**src/rtl/lcb_resp_collector_pkg.sv**
```systemverilog
// Shared definitions for the LCB response collector: state codes, default timing/fill
// constants and the running-checksum helper.
package lcb_resp_collector_pkg;

  typedef logic [2:0] lcbState_t;

  localparam lcbState_t ST_IDLE = 3'd0;
  localparam lcbState_t ST_WAIT = 3'd1;
  localparam lcbState_t ST_RECV = 3'd2;
  localparam lcbState_t ST_FILL = 3'd3;
  localparam lcbState_t ST_DONE = 3'd4;

  localparam int unsigned DEF_ADDR_W     = 32'd5;
  localparam logic [15:0] DEF_NORESP_CYC = 16'd4000;
  localparam logic [15:0] DEF_GAP_CYC    = 16'd400;
  localparam logic [7:0]  DEF_FILL       = 8'hFF;

  // Mod-256 accumulate used for the response checksum.
  function automatic logic [7:0] sumAdd(input logic [7:0] acc, input logic [7:0] b);
    return acc + b;
  endfunction

endpackage

```
**src/rtl/lcb_resp_collector_gap.sv**
```systemverilog
// lcb_gap_timer: 16-bit saturating cycle counter with synchronous clear and a
// compare-to-limit flag. The limit is chosen by the instantiating FSM.
module lcb_gap_timer (
  input  logic        clk,
  input  logic        rst,
  input  logic        clr,
  input  logic        en,
  input  logic [15:0] limit,
  output logic        hit
);

  logic [15:0] cntR;

  // Counter: clear wins over count, and the count sticks at all-ones.
  always_ff @(posedge clk) begin
    if (!rst) begin
      cntR <= 16'd0;
    end else if (clr) begin
      cntR <= 16'd0;
    end else if (en && (cntR != 16'hFFFF)) begin
      cntR <= cntR + 16'd1;
    end else begin
      cntR <= cntR;
    end
  end

  assign hit = (cntR == limit);

endmodule

```
**src/rtl/lcb_resp_collector.sv**
```systemverilog
// Per-channel LCB response collector: writes UART bytes into ramUART, pads short frames
// with FILL and pulses full once per request. Optional macro CHECKSUM_EN adds errSum.
module lcb_resp_collector
  import lcb_resp_collector_pkg::*;
#(
  parameter int unsigned BYTES      = 32'd4,
  parameter int unsigned ADDR_W     = DEF_ADDR_W,
  parameter logic [15:0] NORESP_CYC = DEF_NORESP_CYC,
  parameter logic [15:0] GAP_CYC    = DEF_GAP_CYC,
  parameter logic [7:0]  FILL       = DEF_FILL
) (
  input  logic              clk,
  input  logic              rst,
  input  logic              arm,
  input  logic              strob,
  input  logic [7:0]        iData,
  output logic [ADDR_W-1:0] wrAdr,
  output logic [7:0]        wrData,
  output logic              WE,
  output logic              full,
  output logic              errNoResp,
  output logic              errShort,
  output logic              stray,
  output logic [ADDR_W:0]   rxCnt
`ifdef CHECKSUM_EN
  ,
  output logic              errSum
`endif
);

  localparam logic [ADDR_W-1:0] LAST_IDX = ADDR_W'(BYTES - 32'd1);
  localparam logic [ADDR_W-1:0] IDX_ONE  = ADDR_W'(32'd1);
  localparam logic [ADDR_W:0]   CNT_ONE  = (ADDR_W + 1)'(32'd1);

  lcbState_t         stateR;
  logic [ADDR_W-1:0] idxR;
  logic              lastWrR;
  logic              liveS;
  logic              timerClrS;
  logic [15:0]       timerLimS;
  logic              timerHitS;
  logic              writeS;
  logic              timeoutS;

  // The timer only runs while waiting for bytes; any accepted byte or arm restarts it.
  assign liveS     = (stateR == ST_WAIT) || (stateR == ST_RECV);
  assign timerClrS = arm || !liveS || strob;
  assign timerLimS = (stateR == ST_WAIT) ? (NORESP_CYC - 16'd1) : (GAP_CYC - 16'd1);
  assign writeS    = !arm && strob && liveS;
  assign timeoutS  = !arm && !strob && liveS && timerHitS;

  lcb_gap_timer uTimer (
    .clk   (clk),
    .rst   (rst),
    .clr   (timerClrS),
    .en    (liveS),
    .limit (timerLimS),
    .hit   (timerHitS)
  );

  // Frame FSM and registered RAM write port; a byte wins over a same-cycle timeout.
  always_ff @(posedge clk) begin
    if (!rst) begin
      stateR    <= ST_IDLE;
      idxR      <= '0;
      lastWrR   <= 1'b0;
      wrAdr     <= '0;
      wrData    <= 8'h00;
      WE        <= 1'b0;
      full      <= 1'b0;
      errNoResp <= 1'b0;
      errShort  <= 1'b0;
      stray     <= 1'b0;
      rxCnt     <= '0;
    end else begin
      WE      <= 1'b0;
      stray   <= 1'b0;
      lastWrR <= 1'b0;
      full    <= lastWrR;
      if (arm) begin
        stateR    <= ST_WAIT;
        idxR      <= '0;
        rxCnt     <= '0;
        errNoResp <= 1'b0;
        errShort  <= 1'b0;
      end else begin
        case (stateR)
          ST_IDLE, ST_DONE: begin
            stray <= strob;
          end
          ST_WAIT, ST_RECV: begin
            if (strob) begin
              WE     <= 1'b1;
              wrAdr  <= idxR;
              wrData <= iData;
              rxCnt  <= rxCnt + CNT_ONE;
              if (idxR == LAST_IDX) begin
                lastWrR <= 1'b1;
                stateR  <= ST_DONE;
              end else begin
                idxR   <= idxR + IDX_ONE;
                stateR <= ST_RECV;
              end
            end else if (timerHitS) begin
              if (stateR == ST_WAIT) begin
                errNoResp <= 1'b1;
              end else begin
                errShort <= 1'b1;
              end
              stateR <= ST_FILL;
            end else begin
              stateR <= stateR;
            end
          end
          ST_FILL: begin
            stray  <= strob;
            WE     <= 1'b1;
            wrAdr  <= idxR;
            wrData <= FILL;
            if (idxR == LAST_IDX) begin
              lastWrR <= 1'b1;
              stateR  <= ST_DONE;
            end else begin
              idxR <= idxR + IDX_ONE;
            end
          end
          default: begin
            stateR <= ST_IDLE;
          end
        endcase
      end
    end
  end

`ifdef CHECKSUM_EN
  logic [7:0] sumR;
  logic       sumBadR;

  // Payload sum; the final byte's verdict is held one cycle so errSum lands with full.
  always_ff @(posedge clk) begin
    if (!rst) begin
      sumR    <= 8'h00;
      sumBadR <= 1'b0;
      errSum  <= 1'b0;
    end else if (arm) begin
      sumR    <= 8'h00;
      sumBadR <= 1'b0;
      errSum  <= 1'b0;
    end else begin
      sumBadR <= writeS && (idxR == LAST_IDX) && (iData != sumR);
      if (writeS && (idxR != LAST_IDX)) begin
        sumR <= sumAdd(sumR, iData);
      end else begin
        sumR <= sumR;
      end
      errSum <= errSum || sumBadR || timeoutS;
    end
  end
`else
  logic unusedTimeout;
  assign unusedTimeout = timeoutS ^ writeS;
`endif

endmodule

```
**config.mk**
```make
export PLATFORM = sky130hd
export DESIGN_NAME = lcb_resp_collector
export DESIGN_NICKNAME = d
export VERILOG_FILES = /design/src/rtl/lcb_resp_collector_pkg.sv /design/src/rtl/lcb_resp_collector_gap.sv /design/src/rtl/lcb_resp_collector.sv
export SDC_FILE = /design/constraint.sdc
export NUM_CORES = 1
export LEC_CHECK = 0
export CAP_MARGIN = 25
export CORE_AREA = 2 2 70 72
export CTS_BUF_LIST = sky130_fd_sc_hd__clkbuf_8
export DETAILED_ROUTE_END_ITERATION = 10
export DIE_AREA = 0 0 72 74
export GPL_ROUTABILITY_DRIVEN = 0
export PLACE_DENSITY = 0.71
export SYNTH_ARGS = -nofsm -noshare
export SYNTH_HDL_FRONTEND = slang
export SYNTH_SLANG_ARGS = --single-unit
```
**constraint.sdc**
```tcl
create_clock -name clk -period 2.3 [get_ports clk]
set_clock_uncertainty 0.05 [all_clocks]
set_input_delay 0.23 -clock clk [delete_from_list [all_inputs] [get_ports clk]]
set_output_delay 0.23 -clock clk [all_outputs]
set_load 0.02 [all_outputs]
```
=== Word level (Yosys, flattened, before mapping) ===
Cells that the tools add are included.

* Add/subtract/negate cells: 3
* Multiplexer cells: 19
* Equality and inequality tests: 13
* Reductions and logical operators: 20
* Bitwise operators: 6

{| class="wikitable"
|+ Operators with widths
! operator !! number
|-
| $pmux 5 s2 || 2
|-
| $add 16x1->16 const B || 1
|-
| $eq 16x12->1 || 1
|-
| $ne 16x16->1 const B || 1
|-
| $pmux 8 s2 || 1
|-
| $mux 5 || 3
|-
| $mux 12 || 1
|-
| $mux 3 || 4
|-
| $pmux 3 s3 || 1
|-
| $reduce_and 3->1 || 3
|-
| $mux 8 || 1
|-
| $reduce_and 4->1 || 2
|-
| $reduce_or 2->1 || 4
|-
| $add 6x1->6 const B || 1
|-
| $eq 3x2->1 const B || 2
|-
| $ne 2x2->1 const B || 3
|-
| $ne 3x3->1 const B || 2
|-
| $not 1->1 || 6
|-
| $reduce_or 3->1 || 2
|-
| $add 5x1->5 const B || 1
|-
| $eq 5x2->1 const B || 1
|-
| $mux 1 || 4
|-
| $ne 4x4->1 const B || 1
|-
| $pmux 1 s2 || 2
|-
| other kinds (8) || 11
|}

* Input bits: 12
* Word-level logic and storage cells: 74
* Flip-flop bits (word level): 49

=== Logic depth before layout (Yosys ltp) ===
* Depth in word-level cells: 7
* Gate-level depth with buffers: 7
* Gate-level depth less buffers: 6

=== Hierarchy ===
A second synthesis with hierarchy kept.

* Cells, all modules: 275
* Area total of the unflattened synthesis: 2382.3 um^2

{| class="wikitable"
|+ Modules (own cells, without submodules)
! module !! instances !! area each (um^2) !! cells each
|-
| lcb_resp_collector || 1 || 1376.3 || 150
|-
| lcb_gap_timer || 1 || 1006.0 || 125
|}

=== Worst setup path after synthesis ===
OpenSTA, ideal clock, no wires.

* Path type: register -> register
* From: reg idxR[0]
* To: reg stateR[2]
* Stages on the path, launching flop included: 6
* Setup time: 0.072 ns
* Data arrival time: 1.672 ns
* Buffers on the path: 0
* Data required time: 2.178 ns
* Path slack: 0.506 ns
* Clock period less this slack: 1.794 ns
* Cells stage by stage: dfxtp_1 > ha_1 > nor4b_1 > a21oi_1 > or4_1 > mux2i_1

* Longest elaborated chain between the ends: 4
* Elaborated cells on any way between the ends: 6

{| class="wikitable"
|+ RTL lines
! item !! line !! source
|-
| start, declared || lcb_resp_collector.sv:36 || <nowiki>logic [ADDR_W-1:0] idxR;</nowiki>
|-
| start signal, assigned || lcb_resp_collector.sv:101 || <nowiki>idxR <= idxR + IDX_ONE;</nowiki>
|-
| start signal, assigned || lcb_resp_collector.sv:124 || <nowiki>idxR <= idxR + IDX_ONE;</nowiki>
|-
| $eq 5x2->1 * || lcb_resp_collector.sv:97, lcb_resp_collector.sv:120 ||
|-
| $mux 3 || lcb_resp_collector.sv:97 || <nowiki>if (idxR == LAST_IDX) begin</nowiki>
|-
| $mux 3 || lcb_resp_collector.sv:92 || <nowiki>if (strob) begin</nowiki>
|-
| $pmux 3 s3 || lcb_resp_collector.sv:87 || <nowiki>case (stateR)</nowiki>
|-
| end signal, assigned || lcb_resp_collector.sv:112 || <nowiki>stateR <= stateR;</nowiki>
|-
| end, declared || lcb_resp_collector.sv:35 || <nowiki>lcbState_t stateR;</nowiki>
|}

Mark *: on every way between the ends. The rest lies on a longest branch, timed or not.
A chain may end at the register's enable or synchronous reset.

=== Worst setup path after layout ===
* From: reg stateR[1]
* To: reg uTimer.cntR[13]

* Longest elaborated chain between the ends: 6
* Elaborated cells on any way between the ends: 8

{| class="wikitable"
|+ RTL lines
! item !! line !! source
|-
| $eq 3x1->1 / $eq 3x2->1 (equally long branches) || lcb_resp_collector.sv:46 || <nowiki>assign liveS = (stateR == ST_WAIT) || (stateR == ST_RECV);</nowiki>
|-
| $logic_or 1x1->1 * || lcb_resp_collector.sv:46 ||
|-
| $logic_not 1->1 || lcb_resp_collector.sv:47 || <nowiki>assign timerClrS = arm || !liveS || strob;</nowiki>
|-
| $logic_or 1x1->1 (2 in a row) || lcb_resp_collector.sv:47 ||
|-
| $reduce_or 2->1 (no source line) || - ||
|-
| end signal, assigned || lcb_resp_collector_gap.sv:21 || <nowiki>cntR <= cntR + 16'd1;</nowiki>
|-
| end signal, assigned || lcb_resp_collector_gap.sv:23 || <nowiki>cntR <= cntR;</nowiki>
|-
| end, declared || lcb_resp_collector_gap.sv:12 || <nowiki>logic [15:0] cntR;</nowiki>
|}

Marks and branches as above.

==> results.md <==
* Wirelength, routed at 4.279 mm
* DP Wirelength at just over 3 mm
* Start point of the worst min-delay path: lastWrR
* Initial detailed-routing violation count at 68
* Number of cell instances on the worst register-to-register path at 5
* Synthesized area divided by synthesized cell count at around 9.3 sq um
* Layout cells sized above 1 at approximately 11%
* Asr flop ratio synth at 0%
* Port Buf Inserts at 35
* Layout Cells excl Fill at ~330
* Reported leakage power at ~0.95 nW
* Drt first pass iters at 4
* RSZ-0062 raised after global routing: no
* Die extent in x at 72 um
* Vias in the first global route at ~1500
* Total Negative Setup Slacks at 0 ns
* Placeable Area at ~4600 sq um
* Area Growth Syn to Fin at 22.61%
* Max H-tree Level at 2
* Clock tree from TritonCTS: yes
* Num Clock Sinks at 49
* Filler Cell Count at between 400 and 500
* Insertion delay of the later-clocked pin in the worst-skew pair at roughly 0.29 ns
* Cell area reported after detailed placement at approximately 2600 sq um
* Category of the most critical setup path: reg -> reg
* Number of distinct library cell variants in the gate-level netlist after synthesis at 45
* Worst Setup Slack post-DPL at 0.2414 ns
* Maximum number of pins on one net before global-route repair at 17
* Cell count after placement at between 300 and 400
* Count of cells along the worst hold path at 1
* Starting density of the core at ~48%
* VDD IR max at a little under 0.4 mV
* Antenna violation net count after detailed routing at 0
* Worst reg2reg path startpoint: stateR[1]
* Post-detailed-route wirelength per cell at about 13 um
* Critical Path Start Type: register
* End-of-flow core utilization at 59.32%
* Met2 usage at 24.59%
* Number of buffers added to fix hold violations after cts at 0
* Synthesized flop and latch total at 49
* DRC violations left at 0
* Number of endpoints with negative hold slack in the final report at 0
* Finished layout cell area at 2728 sq um
* Post-synth EDFFs at 0
* Register area share after synthesis at about 44%
* Worst rel slew slack at 61.97%
* Number of nets in the layout at around 290
* CTS root buf: sky130_fd_sc_hd__clkbuf_8
* Netlist area before placement at 2225 sq um
* F_max at 0.4913 GHz
* Critical path fanouts, max at 12
* Power density of the placed cells at about 550 nW/um^2
* Grt total ovfl at 0
* Data required, critical path at about 2.5 ns
* Reg2reg setup slack at around 0.26 ns
* Number of instances in the synthesized netlist at 240
* Reg-to-reg critical path endpoint: uTimer.cntR[13]
* Worst path setup slack after routing at about 0.26 ns
* Transition time at the pin with the least slew margin at around 0.57 ns
* Final hold slack at 0.3874 ns
* Layer with the highest usage after global routing: met2
* Synth Warn # at 0
* Number of buffers created by CTS at 5
* Path type of the worst min-delay path: reg -> reg
* Post-CTS Repair Setup Buffers at 0
* Met3 Use GR at under 10%
* Sort of element at the end of the critical path: register
* Number of top-level design ports at 36
* Final setup fails at 0
* Post-Syn Nets at 255
* GR Util All Layers at approximately 17%
* Arrival time worst endpoint at around 2.2 ns
* Post-cts gate resize count at 0
* Total count of max-transition violations in the final report at 0
* Most frequent cells in the layout: sky130_fd_sc_hd__dfxtp_1 (49), sky130_fd_sc_hd__clkdlybuf4s50_1 (35), sky130_fd_sc_hd__nor2_1 (33)
* Most frequent standard cell in the layout excluding fill and tap cells: sky130_fd_sc_hd__dfxtp_1
* Number of diodes added for antenna fixing at 0
* Routing usage on met1 at a little under a quarter
* Flip-flop cell with the highest count after synthesis: sky130_fd_sc_hd__dfxtp_1
* Via-to-Cell Ratio at approximately 5.4
* Total die area at 5328 sq um
* Max-cap violations at 0
* Via count at around 1800
* Chip height at 74 um
* Hold path endpoint: full
* Result of the run: completed
* First-pass GRT wire length at slightly above 7 mm
* Part of the cycle the worst path needs at 88.50%
* Clock slew at reported path FFs at around 0.090 ns
* Number of antenna violations at the first check in global routing at 0
* Shortest clock period the worst path allows after layout at around 2.0 ns
* Row count at 25
* Power consumption at 1.495 mW
* CTS max path bufs at 2
logic make-up after synthesis:
kind of cell             after synthesis  share of synthesized area [%]
multiplexers                           9                          4.050
flip-flops                            49                          44.09
AND/OR/NAND/NOR                      100                          23.45
AO/OA/AOI/OAI                         41                          14.57
adder cells (fa/ha/maj)                3                          1.687
buffers and inverters                 16                          3.150
XOR/XNOR                              22                          8.999
cell usage after synthesis, types with 2 or more instances:
cell / number / share of area (%)
sky130_fd_sc_hd__or3_1: 5 / 1.4
sky130_fd_sc_hd__o2111ai_1: 3 / 1.2
sky130_fd_sc_hd__nor3_1: 2 / 0.45
sky130_fd_sc_hd__nand4_1: 7 / 2.0
sky130_fd_sc_hd__o21ai_0: 5 / 1.1
sky130_fd_sc_hd__and3_1: 2 / 0.56
sky130_fd_sc_hd__o21ai_1: 4 / 0.90
sky130_fd_sc_hd__nor4_1: 4 / 1.1
sky130_fd_sc_hd__ha_1: 3 / 1.7
sky130_fd_sc_hd__xor2_1: 20 / 7.9
sky130_fd_sc_hd__a31oi_1: 3 / 0.84
sky130_fd_sc_hd__and2_1: 4 / 1.1
sky130_fd_sc_hd__nand2_1: 16 / 2.7
sky130_fd_sc_hd__dfxtp_1: 49 / 44
sky130_fd_sc_hd__o221a_2: 8 / 4.0
sky130_fd_sc_hd__clkbuf_1: 7 / 1.2
sky130_fd_sc_hd__nand2b_1: 2 / 0.56
sky130_fd_sc_hd__inv_1: 2 / 0.34
sky130_fd_sc_hd__nand3_1: 9 / 2.0
sky130_fd_sc_hd__o211ai_1: 3 / 1.0
sky130_fd_sc_hd__mux2i_1: 9 / 4.0
sky130_fd_sc_hd__buf_2: 5 / 1.1
sky130_fd_sc_hd__nor3b_2: 2 / 1.1
sky130_fd_sc_hd__a21oi_1: 8 / 1.8
sky130_fd_sc_hd__nor2b_1: 6 / 1.7
sky130_fd_sc_hd__nor2_1: 33 / 5.6
how the worst max path moves through the flow:
stage / from / end / slack [ns] / cells after the start
after floorplan: idxR[0] / stateR[2] / 0.51 / 5
after global placement: stateR[0] / stateR[1] / 0.30 / 5
after detailed placement: arm / uTimer.cntR[11] / 0.24 / 4
after CTS: stateR[0] / stateR[1] / 0.25 / 5
after global routing: stateR[1] / uTimer.cntR[11] / 0.07 / 5
final: stateR[1] / uTimer.cntR[13] / 0.26 / 5
critical path: stages (launching register included):
cell and delay, ns:
sky130_fd_sc_hd__dfxtp_1 0.61, sky130_fd_sc_hd__xnor2_2 0.21, sky130_fd_sc_hd__nor4b_2 0.36, sky130_fd_sc_hd__o211ai_2 0.22, sky130_fd_sc_hd__or3_1 0.38, sky130_fd_sc_hd__a21oi_1 0.14
layer usage:
| layer | vias up | part of all wire [%] |
|---|---|---|
| met5 | - | 0 |
| met4 | 0 | 1.1 |
| met3 | 5 | 6.4 |
| met2 | 53 | 42 |
| met1 | 813 | 50 |
| li1 | 928 | - |
power by group:
part           internal, mW  total (mW)  switching (mW)
sequential            0.860       0.870          0.0108
combinational        0.0685       0.139          0.0700
clock                 0.210       0.486           0.276
total                  1.14        1.50           0.357
sequential cells by signal, summed over array words and instances, names as in the netlist, 3 cells and up:
name	cells
rxCnt	6
idxR	5
wrAdr	5
stateR	3
uTimer.cntR	16
wrData	8
area by class of cell:
type	instances	area (sq um)	area share, %
clock buffers	5	68.82	2.523
clock inverters	3	18.77	0.6881
inverters	2	7.507	0.2752
multi-input cells	175	1174	43.03
flip-flops and latches	49	980.9	35.96
well taps	54	67.56	2.477
repair buffers	43	410.4	15.05
Power figures use the tool's default switching activity.
